### src/rtl/program_loader_if.sv
// Byte-stream input and processor program-load bus of the program loader.
interface program_loader_if #(
  parameter int ADDR_WIDTH = 7,
  parameter int WORD_WIDTH = 37
);
  logic                  in_valid;
  logic [7:0]            in_data;
  logic                  in_ready;
  logic                  cpu_wr;
  logic [ADDR_WIDTH-1:0] cpu_address;
  logic [WORD_WIDTH-1:0] cpu_data_in;
  logic                  cpu_reset;

  modport slave  (input in_valid, in_data,
                  output in_ready, cpu_wr, cpu_address, cpu_data_in, cpu_reset);
  modport master (output in_valid, in_data,
                  input in_ready, cpu_wr, cpu_address, cpu_data_in, cpu_reset);
endinterface

### src/rtl/program_loader.sv
// Loads a byte stream (count header + 5-byte words) into processor memory, holding it in reset meanwhile.
// Optional trailing XOR checksum byte enabled by defining LOADER_CHECKSUM_EN.
module program_loader #(
  parameter int ADDR_WIDTH     = 7,
  parameter int WORD_WIDTH     = 37,
  parameter int MAX_WORDS      = 81,
  parameter int BYTES_PER_WORD = 5
)(
  input  logic clk,
  input  logic reset_n,
  input  logic start,
  program_loader_if.slave bus,
  output logic busy,
  output logic done,
  output logic error
);
  localparam logic [7:0] MAX_N  = 8'(MAX_WORDS);
  localparam logic [2:0] LAST_B = 3'(BYTES_PER_WORD - 1);
  localparam int         ASM_W  = WORD_WIDTH - 8;

  typedef enum logic [2:0] {IDLE, HEADER, BYTES, WRITE, CHECK, RELEASE, ERROR} state_t;

  state_t                state, state_n;
  logic [ADDR_WIDTH-1:0] idx, idx_n;
  logic [7:0]            nwords, nwords_n;
  logic [2:0]            bcnt, bcnt_n;
  logic [ASM_W-1:0]      asm_q, asm_n;
  logic [WORD_WIDTH-1:0] word;
  logic                  rdy_q, rdy_n, wr_q, wr_n, crst_q, crst_n;
  logic                  busy_q, busy_n, done_q, done_n, err_q, err_n;
  logic [ADDR_WIDTH-1:0] addr_q, addr_n;
  logic [WORD_WIDTH-1:0] data_q, data_n;
  logic                  xfer;
`ifdef LOADER_CHECKSUM_EN
  logic [7:0]            csum, csum_n;
`endif

  assign xfer = bus.in_valid & rdy_q;
  // Register keeps only the low bits of the previous bytes, so the top 3 bits of a 40-bit word fall off.
  assign word = {asm_q, bus.in_data};

  always_comb begin
    state_n  = state;
    idx_n    = idx;
    nwords_n = nwords;
    bcnt_n   = bcnt;
    asm_n    = asm_q;
    wr_n     = 1'b0;
    addr_n   = addr_q;
    data_n   = data_q;
    crst_n   = crst_q;
    busy_n   = busy_q;
    done_n   = done_q;
    err_n    = err_q;
`ifdef LOADER_CHECKSUM_EN
    csum_n   = csum;
    if (xfer) csum_n = csum ^ bus.in_data;
`endif
    unique case (state)
      IDLE: if (start) begin
        state_n = HEADER;
        crst_n  = 1'b1;
        busy_n  = 1'b1;
        done_n  = 1'b0;
        err_n   = 1'b0;
        idx_n   = '0;
        bcnt_n  = '0;
`ifdef LOADER_CHECKSUM_EN
        csum_n  = '0;
`endif
      end
      HEADER: if (xfer) begin
        if (bus.in_data == 8'd0 || bus.in_data > MAX_N) begin
          state_n = ERROR;
          busy_n  = 1'b0;
          err_n   = 1'b1;
        end else begin
          state_n  = BYTES;
          nwords_n = bus.in_data;
        end
      end
      BYTES: if (xfer) begin
        asm_n  = word[ASM_W-1:0];
        bcnt_n = bcnt + 3'd1;
        if (bcnt == LAST_B) begin
          state_n = WRITE;
          bcnt_n  = '0;
          wr_n    = 1'b1;
          crst_n  = 1'b0;
          addr_n  = idx;
          data_n  = word;
        end
      end
      WRITE: begin
        crst_n = 1'b1;
        idx_n  = idx + ADDR_WIDTH'(1);
        if (8'(idx) + 8'd1 == nwords)
`ifdef LOADER_CHECKSUM_EN
          state_n = CHECK;
`else
          state_n = RELEASE;
`endif
        else
          state_n = BYTES;
      end
`ifdef LOADER_CHECKSUM_EN
      CHECK: if (xfer) begin
        if (bus.in_data == csum) state_n = RELEASE;
        else begin
          state_n = ERROR;
          busy_n  = 1'b0;
          err_n   = 1'b1;
        end
      end
`endif
      RELEASE: begin
        state_n = IDLE;
        crst_n  = 1'b0;
        busy_n  = 1'b0;
        done_n  = 1'b1;
      end
      ERROR:   state_n = IDLE;
      default: state_n = IDLE;
    endcase
    rdy_n = (state_n == HEADER) || (state_n == BYTES) || (state_n == CHECK);
  end

  always_ff @(posedge clk or negedge reset_n) begin
    if (!reset_n) begin
      state  <= IDLE;
      idx    <= '0;
      nwords <= '0;
      bcnt   <= '0;
      asm_q  <= '0;
      rdy_q  <= 1'b0;
      wr_q   <= 1'b0;
      addr_q <= '0;
      data_q <= '0;
      crst_q <= 1'b1;
      busy_q <= 1'b0;
      done_q <= 1'b0;
      err_q  <= 1'b0;
`ifdef LOADER_CHECKSUM_EN
      csum   <= '0;
`endif
    end else begin
      state  <= state_n;
      idx    <= idx_n;
      nwords <= nwords_n;
      bcnt   <= bcnt_n;
      asm_q  <= asm_n;
      rdy_q  <= rdy_n;
      wr_q   <= wr_n;
      addr_q <= addr_n;
      data_q <= data_n;
      crst_q <= crst_n;
      busy_q <= busy_n;
      done_q <= done_n;
      err_q  <= err_n;
`ifdef LOADER_CHECKSUM_EN
      csum   <= csum_n;
`endif
    end
  end

  assign bus.in_ready    = rdy_q;
  assign bus.cpu_wr      = wr_q;
  assign bus.cpu_address = addr_q;
  assign bus.cpu_data_in = data_q;
  assign bus.cpu_reset   = crst_q;
  assign busy            = busy_q;
  assign done            = done_q;
  assign error           = err_q;
endmodule

### src/flat_wrapper.sv
// flat-port wrapper written by rule: the top's interface ports become plain ports
module program_loader_flat 
#(
  parameter int ADDR_WIDTH     = 7,
  parameter int WORD_WIDTH     = 37,
  parameter int MAX_WORDS      = 81,
  parameter int BYTES_PER_WORD = 5
)
  (clk, reset_n, start, busy, done, error, bus_in_valid, bus_in_data, bus_in_ready, bus_cpu_wr, bus_cpu_address, bus_cpu_data_in, bus_cpu_reset);
  program_loader_if #(.ADDR_WIDTH(ADDR_WIDTH), .WORD_WIDTH(WORD_WIDTH)) bus_i ();
  input  logic clk;
  input  logic reset_n;
  input  logic start;
  output logic busy;
  output logic done;
  output logic error;
  input wire logic [$bits(bus_i.in_valid)-1:0] bus_in_valid;
  input wire logic [$bits(bus_i.in_data)-1:0] bus_in_data;
  output wire logic [$bits(bus_i.in_ready)-1:0] bus_in_ready;
  output wire logic [$bits(bus_i.cpu_wr)-1:0] bus_cpu_wr;
  output wire logic [$bits(bus_i.cpu_address)-1:0] bus_cpu_address;
  output wire logic [$bits(bus_i.cpu_data_in)-1:0] bus_cpu_data_in;
  output wire logic [$bits(bus_i.cpu_reset)-1:0] bus_cpu_reset;
  assign bus_i.in_valid = bus_in_valid;
  assign bus_i.in_data = bus_in_data;
  assign bus_in_ready = bus_i.in_ready;
  assign bus_cpu_wr = bus_i.cpu_wr;
  assign bus_cpu_address = bus_i.cpu_address;
  assign bus_cpu_data_in = bus_i.cpu_data_in;
  assign bus_cpu_reset = bus_i.cpu_reset;
  program_loader #(.ADDR_WIDTH(ADDR_WIDTH), .WORD_WIDTH(WORD_WIDTH), .MAX_WORDS(MAX_WORDS), .BYTES_PER_WORD(BYTES_PER_WORD)) u_core (.clk(clk), .reset_n(reset_n), .start(start), .bus(bus_i), .busy(busy), .done(done), .error(error));
endmodule
### config.mk
export PLATFORM = sky130hd
export DESIGN_NAME = program_loader_flat
export DESIGN_NICKNAME = d
export VERILOG_FILES = /design/src/rtl/program_loader_if.sv /design/src/rtl/program_loader.sv /design/src/flat_wrapper.sv
export SDC_FILE = /design/constraint.sdc
export NUM_CORES = 1
export LEC_CHECK = 0
export CAP_MARGIN = 20
export CELL_PAD_IN_SITES_DETAIL_PLACEMENT = 1
export CELL_PAD_IN_SITES_GLOBAL_PLACEMENT = 2
export CORE_UTILIZATION = 40
export CTS_CLUSTER_DIAMETER = 80
export DETAILED_ROUTE_END_ITERATION = 12
export HOLD_SLACK_MARGIN = 0.03
export PLACE_DENSITY = 0.87
export SLEW_MARGIN = 40
export SYNTH_ARGS = -nofsm -noshare
export SYNTH_HDL_FRONTEND = slang
export SYNTH_SLANG_ARGS = --single-unit
export TNS_END_PERCENT = 5
### constraint.sdc
create_clock -name clk -period 5.35 [get_ports clk]
set_clock_uncertainty 0.05 [all_clocks]
set_input_delay 1.07 -clock clk [delete_from_list [all_inputs] [get_ports clk]]
set_output_delay 1.07 -clock clk [all_outputs]
set_load 0.03 [all_outputs]
==> results of run 1 <==
==> final timing paths <==
| kind | end |
|---|---|
| min in group asynchronous | u_core.asm_q[21] |
| worst max-delay path | u_core.bus.cpu_address[5] |
| worst min-delay path | u_core.bus.cpu_data_in[7] |
| worst min register to register | u_core.bus.cpu_data_in[7] |
| max in group asynchronous | u_core.nwords[0] |
| worst max register to register | u_core.bus.cpu_address[5] |
==> cells by family after synthesis <==
| kind of cell | count (synthesis) | synth area share [%] |
|---|---|---|
| AO/OA/AOI/OAI | 43 | 6.71 |
| adder cells (fa/ha/maj) | 3 | 0.872 |
| flip-flops | 100 | 58.2 |
| multiplexers | 82 | 22.0 |
| buffers and inverters | 19 | 2.59 |
| AND/OR/NAND/NOR | 57 | 7.85 |
| XOR/XNOR | 9 | 1.83 |
==> worst max-delay path, stage by stage <==
cell and delay [ns]:
clkdlybuf4s50_1 0.48, and2_1 0.32, nand2_2 0.49, nor2_4 0.56
buf_4 0.47, mux2_2 0.39
==> per-stage QoR <==
stage	hold WS (ns)	instances	instance area [sq um]	worst slack (ns)	total power, W
4_1_cts	0.469	512	5220	1.70	0.00249
6_report	0.465	512	5220	1.75	0.00245
3_3_place_gp	0.431	496	5000	1.40	0.00192
3_5_place_dp	0.437	496	5000	1.34	0.00195
2_1_floorplan	0.424	313	4310	2.89	0.00169
5_1_grt	0.482	512	5220	1.58	0.00260
==> metal layers <==
layer | wire length (um) | vias up
met3 | 231 | 11
met1 | 3940 | 1324
met4 | 138 | 0
met5 | 0 | -
li1 | - | 1220
met2 | 4220 | 41
==> flip-flops by register name, summed over array words and instances, names as in the netlist <==
register                count
u_core.bus.cpu_wr           1
u_core.bus.cpu_data_in     37
u_core.bcnt                 3
u_core.nwords               8
u_core.busy                 1
u_core.bus.cpu_reset        1
u_core.asm_q               29
u_core.error                1
u_core.bus.cpu_address      7
u_core.idx                  7
u_core.done                 1
u_core.bus.in_ready         1
u_core.state                3
==> cells in the mapped netlist, drive strengths merged (2+ instances only) <==
master	count	share of area [%]
nand2	12	1.1
nand2b	4	0.76
buf	10	1.8
o21ai	12	1.4
inv	3	0.26
o32ai	2	0.58
ha	3	0.87
nand3	5	0.70
o22a	3	0.61
mux2i	2	0.46
nor2b	6	0.87
o21bai	2	0.35
xor2	6	1.2
xnor2	3	0.61
mux2	80	22
dfrtp	99	58
a21oi	11	1.3
a22o	2	0.41
and2	3	0.44
a31oi	2	0.29
nand4	2	0.29
nor3	3	0.35
nor2	17	2.2
clkbuf	6	0.52
nor4	2	0.44
==> power breakdown <==
| part | internal [W] | switching, W |
|---|---|---|
| sequential | 0.000971 | 0.000180 |
| combinational | 0.000402 | 0.000382 |
| clock | 0.000239 | 0.000276 |
| total | 0.00161 | 0.000838 |
==> area by class of cell <==
type                            instances  area (sq um)  share of cell area, %
Inverter                                3          11.3                  0.216
Clock inverter                          6          78.8                   1.51
Sequential cell                       100          2500                   48.0
Timing Repair Buffer                   63           623                   11.9
Clock buffer                           10           138                   2.64
Tap cell                              136           170                   3.26
Multi-Input combinational cell        194          1690                   32.4
==> impl_metrics.py, run 1 <==
metrics = {
    "global_route": {
        "grt.met2_usage_pct": 27.7,
        "met1_usage_pct": 22.2,
        "grtUsageTotal_pct": 16.8,
        "first_global_vias": 2886,
        "grt-busiest-layer": "met2",
        "grt_util_met3_pct": 3.15,
        "grt_pass1_wl_mm": 14.7,
        "grt_max_degree": 52,
        "grt_antenna_before_repair": 0,
        "grt_remaining_overflow": 0,
    },
    "critical_path": {
        "required_ns": 5.55,
        "crit_start": "bus_in_valid",
        "crit_type": "primary input to flop",
        "cp-start-kind": "primary input",
        "worstPathMaxFanout": 30,
        "crit_arrival_ns": 3.80,
        "reg2reg_from": "u_core.state[2]",
        "setup.worst_path.end_class": "flop",
        "reg2reg_slack_ns": 2.39,
        "timing.reg2reg.worst_path_depth": 5,
    },
    "sta": {
        "fin_tns_setup_ns": 0,
        "slew_viol_final": 0,
        "worst_pin_slew_ns": 0.723,
        "fin_crit_sh_pct": 67.2,
        "rsz0062_at_grt": "false",
        "setup_violations": 0,
        "finalHoldViolations": 0,
        "slew_headroom_pct": 51.6,
        "fmax_ghz": 0.278,
        "period_needed_ns": 3.60,
    },
    "synth": {
        "synth_edf_count": 0,
        "synth_area_sq_um": 4310,
        "ys_types": 51,
        "ys.warnings.count": 0,
        "netlist_instances": 313,
        "yosys_register_bits": 100,
        "synthFlopType": "dfrtp_1",
        "avgSynthCellArea_sq_um": 13.8,
        "synth_nets": 328,
        "ys_async_sr_fraction_pct": 100,
        "yosysSeqAreaShare_pct": 58.2,
    },
    "layout": {
        "nets": 386,
        "diodes": 0,
        "layout_common_cells": "dfrtp_1, mux2_2, clkdlybuf4s50_1, nor2_1",
        "syn_to_final_growth_pct": 21.1,
        "drive_gt1_share_pct": 29.3,
        "filler_cell_count": 1046,
        "final_common_cell": "dfrtp_1",
        "fin_util_pct": 50.3,
    },
    "detailed_routing": {
        "wl_per_cell_um": 16.7,
        "drc": 0,
        "vias": 2596,
        "wirelength_mm": 8.53,
        "viasPerCell": 5.07,
        "final_antenna_net_count": 0,
        "drt-initial-drc-count": 75,
        "drt_pass1_iterations": 4,
    },
    "placement": {
        "place.gp.congestion": 0.764,
        "portBuffers": 61,
        "dp_hpwl_mm": 5.90,
    },
    "floorplan": {
        "num_rows": 37,
        "ios": 62,
        "dieWidth_um": 106,
        "start_util_pct": 41.5,
        "chipHeight_um": 106,
        "core-area_sq_um": 10400,
        "die_area_sq_um": 11200,
    },
    "power": {
        "p_leak_nw": 2.36,
        "ir_drop_mv": 0.211,
        "p_per_area_nw_per_um2": 470,
    },
    "clock_tree": {
        "clk_pin_slew_ns": 0.10,
        "clk_latency_ns": 0.36,
        "post_cts_resized": 0,
        "clkSinkCount": 100,
        "post_cts_buffers": 0,
        "numCtsBuffers": 9,
        "tritoncts": "built",
        "cts-root-buf": "clkbuf_8",
        "ctsHoldBuffers": 0,
        "cts.path.max_buffers": 2,
        "htreeDepth": 3,
    },
    "min_path": {
        "min_from": "u_core.bus.cpu_data_in[7]",
        "min_path_type": "flop to flop",
        "whs_path_depth": 1,
    },
    "status": {
        "status": "completed",
    },
    "job": {
        "cap_viol_max_count": 0,
    },
}
No activity file was read; power rests on OpenSTA's default activity.
==> run 2: changes to the inputs <==
CORE_UTILIZATION = 37   (was 40)
PLACE_DENSITY = 0.81   (was 0.87)
clock period = 3.68 ns   (was 5.35 ns; I/O delays follow)
==> impl_metrics.py, run 2 (same netlist as run 1, synthesis figures left out) <==
metrics = {
    "clock_tree": {
        "post_cts_resized": 0,
        "clk_pin_slew_ns": 0.07,
        "clkSinkCount": 100,
        "clk_latency_ns": 0.34,
        "cts-root-buf": "clkbuf_16",
        "ctsHoldBuffers": 0,
        "cts.path.max_buffers": 2,
        "post_cts_buffers": 0,
        "tritoncts": "built",
        "numCtsBuffers": 9,
        "htreeDepth": 3,
    },
    "sta": {
        "slew_headroom_pct": 51.3,
        "setup_ws_ns": 1.25,
        "setup_violations": 0,
        "finalHoldViolations": 0,
        "rsz0062_at_grt": "false",
        "slew_viol_final": 0,
        "fmax_ghz": 0.411,
        "worst_pin_slew_ns": 0.730,
        "fin_crit_sh_pct": 66.1,
        "fin_tns_setup_ns": 0,
        "period_needed_ns": 2.43,
    },
    "critical_path": {
        "cp_slowest_cell": "clkdlybuf4s50_1",
        "setup.worst_path.end_class": "flop",
        "crit_arrival_ns": 2.60,
        "cp.buffers_inverters": 1,
        "cp_cell_sequence": "clkdlybuf4s50_1, nor4_2, nor2_1, a211o_1, nor2_8, mux2_4",
        "worstPathMaxFanout": 8,
        "critPathTopFamily": "simple AND/OR/NAND/NOR gates",
        "cp-start-kind": "primary input",
        "required_ns": 3.85,
        "critPathMaxStageDelay_ns": 0.47,
        "crit_type": "primary input to flop",
        "reg2reg_slack_ns": 1.54,
    },
    "placement": {
        "pre_cts_ws_ns": 0.887,
        "place.gp.congestion": 0.757,
        "portBuffers": 61,
        "dp_hpwl_mm": 5.96,
    },
    "detailed_routing": {
        "final_antenna_net_count": 0,
        "wl_per_cell_um": 17.2,
        "drt-initial-drc-count": 52,
        "vias": 2624,
        "wirelength_mm": 8.90,
        "drt_pass1_iterations": 4,
        "drc": 0,
        "viasPerCell": 5.06,
    },
    "floorplan": {
        "die_area_sq_um": 12100,
        "num_rows": 39,
        "core-area_sq_um": 11400,
        "start_util_pct": 37.9,
        "chipHeight_um": 110,
        "dieWidth_um": 110,
        "ios": 62,
    },
    "layout": {
        "layout_common_cells": "dfrtp_1, mux2_2, clkdlybuf4s50_1, nor2_1",
        "nets": 387,
        "filler_cell_count": 1164,
        "largest_register_ff_count": 37,
        "diodes": 0,
        "fin_util_pct": 46.6,
        "syn_to_final_growth_pct": 23.0,
        "drive_gt1_share_pct": 29.0,
        "final_common_cell": "dfrtp_1",
    },
    "global_route": {
        "grt_max_degree": 81,
        "grt_remaining_overflow": 0,
        "grt_antenna_before_repair": 0,
        "first_global_vias": 2738,
        "grt_pass1_wl_mm": 14.9,
        "grtUsageTotal_pct": 16.6,
    },
    "power": {
        "ir_drop_mv": 0.331,
        "p_per_area_nw_per_um2": 696,
        "p_leak_nw": 2.38,
    },
    "status": {
        "status": "completed",
    },
    "min_path": {
        "min_path_type": "primary input to async pin",
    },
    "job": {
        "cap_viol_max_count": 0,
    },
}
-- run 2: final timing paths --
check,start,end,cells after the start
max in group asynchronous,reset_n,u_core.asm_q[0],2
max reg2reg,u_core.idx[0],u_core.state[0],7
max,bus_in_data[1],u_core.nwords[5],6
min,reset_n,u_core.busy,1
min reg2reg,u_core.asm_q[22],u_core.bus.cpu_data_in[30],1
min in group clk,u_core.asm_q[22],u_core.bus.cpu_data_in[30],1
-- run 2: through the flow --
step	hold slack, ns	power [W]	cells	area (sq um)
after floorplan	0.390	0.00246	313	4310
after detailed placement	0.442	0.00286	504	5030
after CTS	0.415	0.00374	519	5300
after global placement	0.434	0.00280	504	5030
after global routing	0.438	0.00392	519	5300
final	0.385	0.00369	519	5300
-- run 2: layout make-up --
class | instances | area (sq um) | area share, %
Clock buffer | 10 | 229 | 4.32
Clock inverter | 5 | 37.5 | 0.709
Inverter | 3 | 11.3 | 0.213
Multi-Input combinational cell | 194 | 1690 | 31.9
Sequential cell | 100 | 2500 | 47.3
Tap cell | 143 | 179 | 3.38
Timing Repair Buffer | 64 | 647 | 12.2
-- run 2: worst register-to-register path, cell delays in order (launching register included) --
cell and delay (ns):
dfrtp_1 0.48, ha_1 0.28, nand3_1 0.15, nor2_1 0.25, xnor2_1 0.15, nand4_1 0.13
or3_4 0.39, o22ai_2 0.17
-- run 2: metal layers --
layer  global-route usage (%)  share of wire [%]  vias up  wire length (um)
li1                         -                  -     1225                 -
met1                     22.3                 46     1348              4100
met2                     26.1                 49       39              4350
met3                     3.50                3.2       12               284
met4                     7.24                1.9        0               171
met5                        0                  0        -                 0
-- run 2: report_power, final --
| part | total, W | internal, W | switching [W] |
|---|---|---|---|
| Sequential | 0.00168 | 0.00141 | 0.000265 |
| Combinational | 0.00115 | 0.000587 | 0.000562 |
| Clock | 0.000860 | 0.000457 | 0.000403 |
| Total | 0.00369 | 0.00246 | 0.00123 |
==> run 3: changes to the inputs <==
clock period = 2.27 ns   (was 3.68 ns; I/O delays follow)
==> impl_metrics.py, run 3 (same netlist as run 1, synthesis figures left out) <==
metrics = {
    "layout": {
        "diodes": 0,
        "final_common_cell": "dfrtp_1",
        "final_cell_count_no_fill": 540,
        "nets": 407,
        "largest_register_ff_count": 37,
        "drive_gt1_share_pct": 33.0,
        "filler_cell_count": 1166,
        "layout_common_cells": "dfrtp_1, mux2_2, clkdlybuf4s50_1, buf_4, nor2_1",
        "syn_to_final_growth_pct": 27.4,
    },
    "detailed_routing": {
        "wirelength_mm": 9.19,
        "wl_per_cell_um": 17.0,
        "drc": 0,
        "drt_pass1_iterations": 4,
        "vias": 2774,
        "viasPerCell": 5.14,
        "final_antenna_net_count": 0,
        "drt-initial-drc-count": 59,
    },
    "placement": {
        "pre_cts_ws_ns": -0.134,
        "place.gp.congestion": 0.781,
        "portBuffers": 61,
        "dp.cells": 524,
        "dp_hpwl_mm": 6.43,
    },
    "critical_path": {
        "timing.rr.end": "u_core.state[0]",
        "critical_path_depth": 1,
        "crit_end": "bus_cpu_reset",
        "critPathMaxStageDelay_ns": 0.67,
        "crit_start": "u_core.bus.cpu_reset",
        "cp_slowest_cell": "clkdlybuf4s50_1",
        "reg2reg_slack_ns": 0.23,
        "crit_type": "flop to output pin",
        "setup.worst_path.end_class": "output pin",
        "critPathTopFamily": "buffers and inverters",
        "cp_cell_sequence": "clkdlybuf4s50_1",
        "timing.reg2reg.worst_path_depth": 7,
        "cp-start-kind": "flop",
        "crit_arrival_ns": 1.58,
        "required_ns": 1.77,
        "worstPathMaxFanout": 4,
        "reg2reg_from": "u_core.idx[1]",
        "cp.buffers_inverters": 1,
    },
    "sta": {
        "finalHoldViolations": 0,
        "fmax_ghz": 0.481,
        "slew_headroom_pct": 63.6,
        "setup_ws_ns": 0.191,
        "fin_crit_sh_pct": 91.6,
        "period_needed_ns": 2.08,
        "worst_pin_slew_ns": 0.546,
        "setup_violations": 0,
        "slew_viol_final": 0,
        "rsz0062_at_grt": "false",
    },
    "floorplan": {
        "dieWidth_um": 110,
        "num_rows": 39,
        "die_area_sq_um": 12100,
        "core-area_sq_um": 11400,
        "start_util_pct": 37.9,
        "chipHeight_um": 110,
        "ios": 62,
    },
    "power": {
        "p_comb_share_pct": 32.5,
        "p_sw_share_pct": 33.5,
        "p_per_area_nw_per_um2": 1120,
        "p_int_w": 0.00408,
        "p_leak_nw": 2.50,
        "ir_drop_mv": 0.506,
        "p_clk_share_pct": 23.8,
        "switchingPower_w": 0.00205,
        "pwr-share-seq_pct": 43.7,
    },
    "clock_tree": {
        "cts-root-buf": "clkbuf_16",
        "cts.path.max_buffers": 2,
        "htreeDepth": 3,
        "clkSinkCount": 100,
        "clk_latency_ns": 0.34,
        "post_cts_resized": 0,
        "post_cts_buffers": 0,
        "ctsHoldBuffers": 0,
        "clk_pin_slew_ns": 0.07,
        "numCtsBuffers": 9,
        "tritoncts": "built",
    },
    "min_path": {
        "min_path_type": "primary input to async pin",
    },
    "global_route": {
        "grtUsageTotal_pct": 16.5,
        "grt_remaining_overflow": 0,
        "grt_antenna_before_repair": 0,
        "grt_pass1_wl_mm": 14.8,
        "grt_max_degree": 101,
        "first_global_vias": 2871,
    },
    "status": {
        "status": "completed",
    },
    "job": {
        "cap_viol_max_count": 0,
    },
}
-- run 3: stage by stage --
| step | util [%] | cell area (sq um) | TNS, ns | total power, W | hold WS, ns |
|---|---|---|---|---|---|
| after floorplan | - | 4310 | 0 | 0.00398 | 0.108 |
| after global placement | 45.8 | 5200 | -0.814 | 0.00463 | 0.434 |
| after detailed placement | 45.8 | 5200 | -1.11 | 0.00472 | 0.441 |
| after CTS | 48.3 | 5490 | 0 | 0.00622 | 0.137 |
| after global routing | 48.3 | 5490 | 0 | 0.00647 | 0.172 |
| final | 48.3 | 5490 | 0 | 0.00613 | 0.109 |
-- run 3: power by group through the flow --
stage / logic (W) / clock network [W] / registers, W
after floorplan: 0.00116 / 0 / 0.00283
after global placement: 0.00194 / 0 / 0.00269
after detailed placement: 0.00200 / 0 / 0.00272
after CTS: 0.00202 / 0.00151 / 0.00269
after global routing: 0.00214 / 0.00157 / 0.00276
final: 0.00199 / 0.00146 / 0.00268
-- run 3: cell type report --
| cell class | instances | area, sq um | area share, % |
|---|---|---|---|
| flip-flops and latches | 100 | 2500 | 45.6 |
| clock buffers | 9 | 225 | 4.10 |
| multi-input cells | 194 | 1690 | 30.8 |
| inverters | 3 | 11.3 | 0.205 |
| repair buffers | 84 | 818 | 14.9 |
| well taps | 143 | 179 | 3.26 |
| clock inverters | 7 | 58.8 | 1.07 |
-- run 3: routing by layer --
metal  wire [um]  vias up  GRT usage, %  share of wire (%)
li1            -     1282             -                  -
met1        4160     1435          21.7                 45
met2        4620       47          27.0                 50
met3         274       10          3.02                3.0
met4         129        0          6.00                1.4
met5           0        -             0                  0
-- run 3: worst min-delay path by stage --
stage                            endpoint  slack (ns)        startpoint  cells past startpoint
2_1_floorplan             u_core.asm_q[0]        0.11           reset_n                      0
3_3_place_gp             u_core.asm_q[24]        0.43  u_core.asm_q[24]                      1
3_5_place_dp   u_core.bus.cpu_data_in[36]        0.44  u_core.asm_q[28]                      1
4_1_cts                       u_core.done        0.14           reset_n                      2
5_1_grt                       u_core.done        0.17           reset_n                      2
6_report                      u_core.done        0.11           reset_n                      2
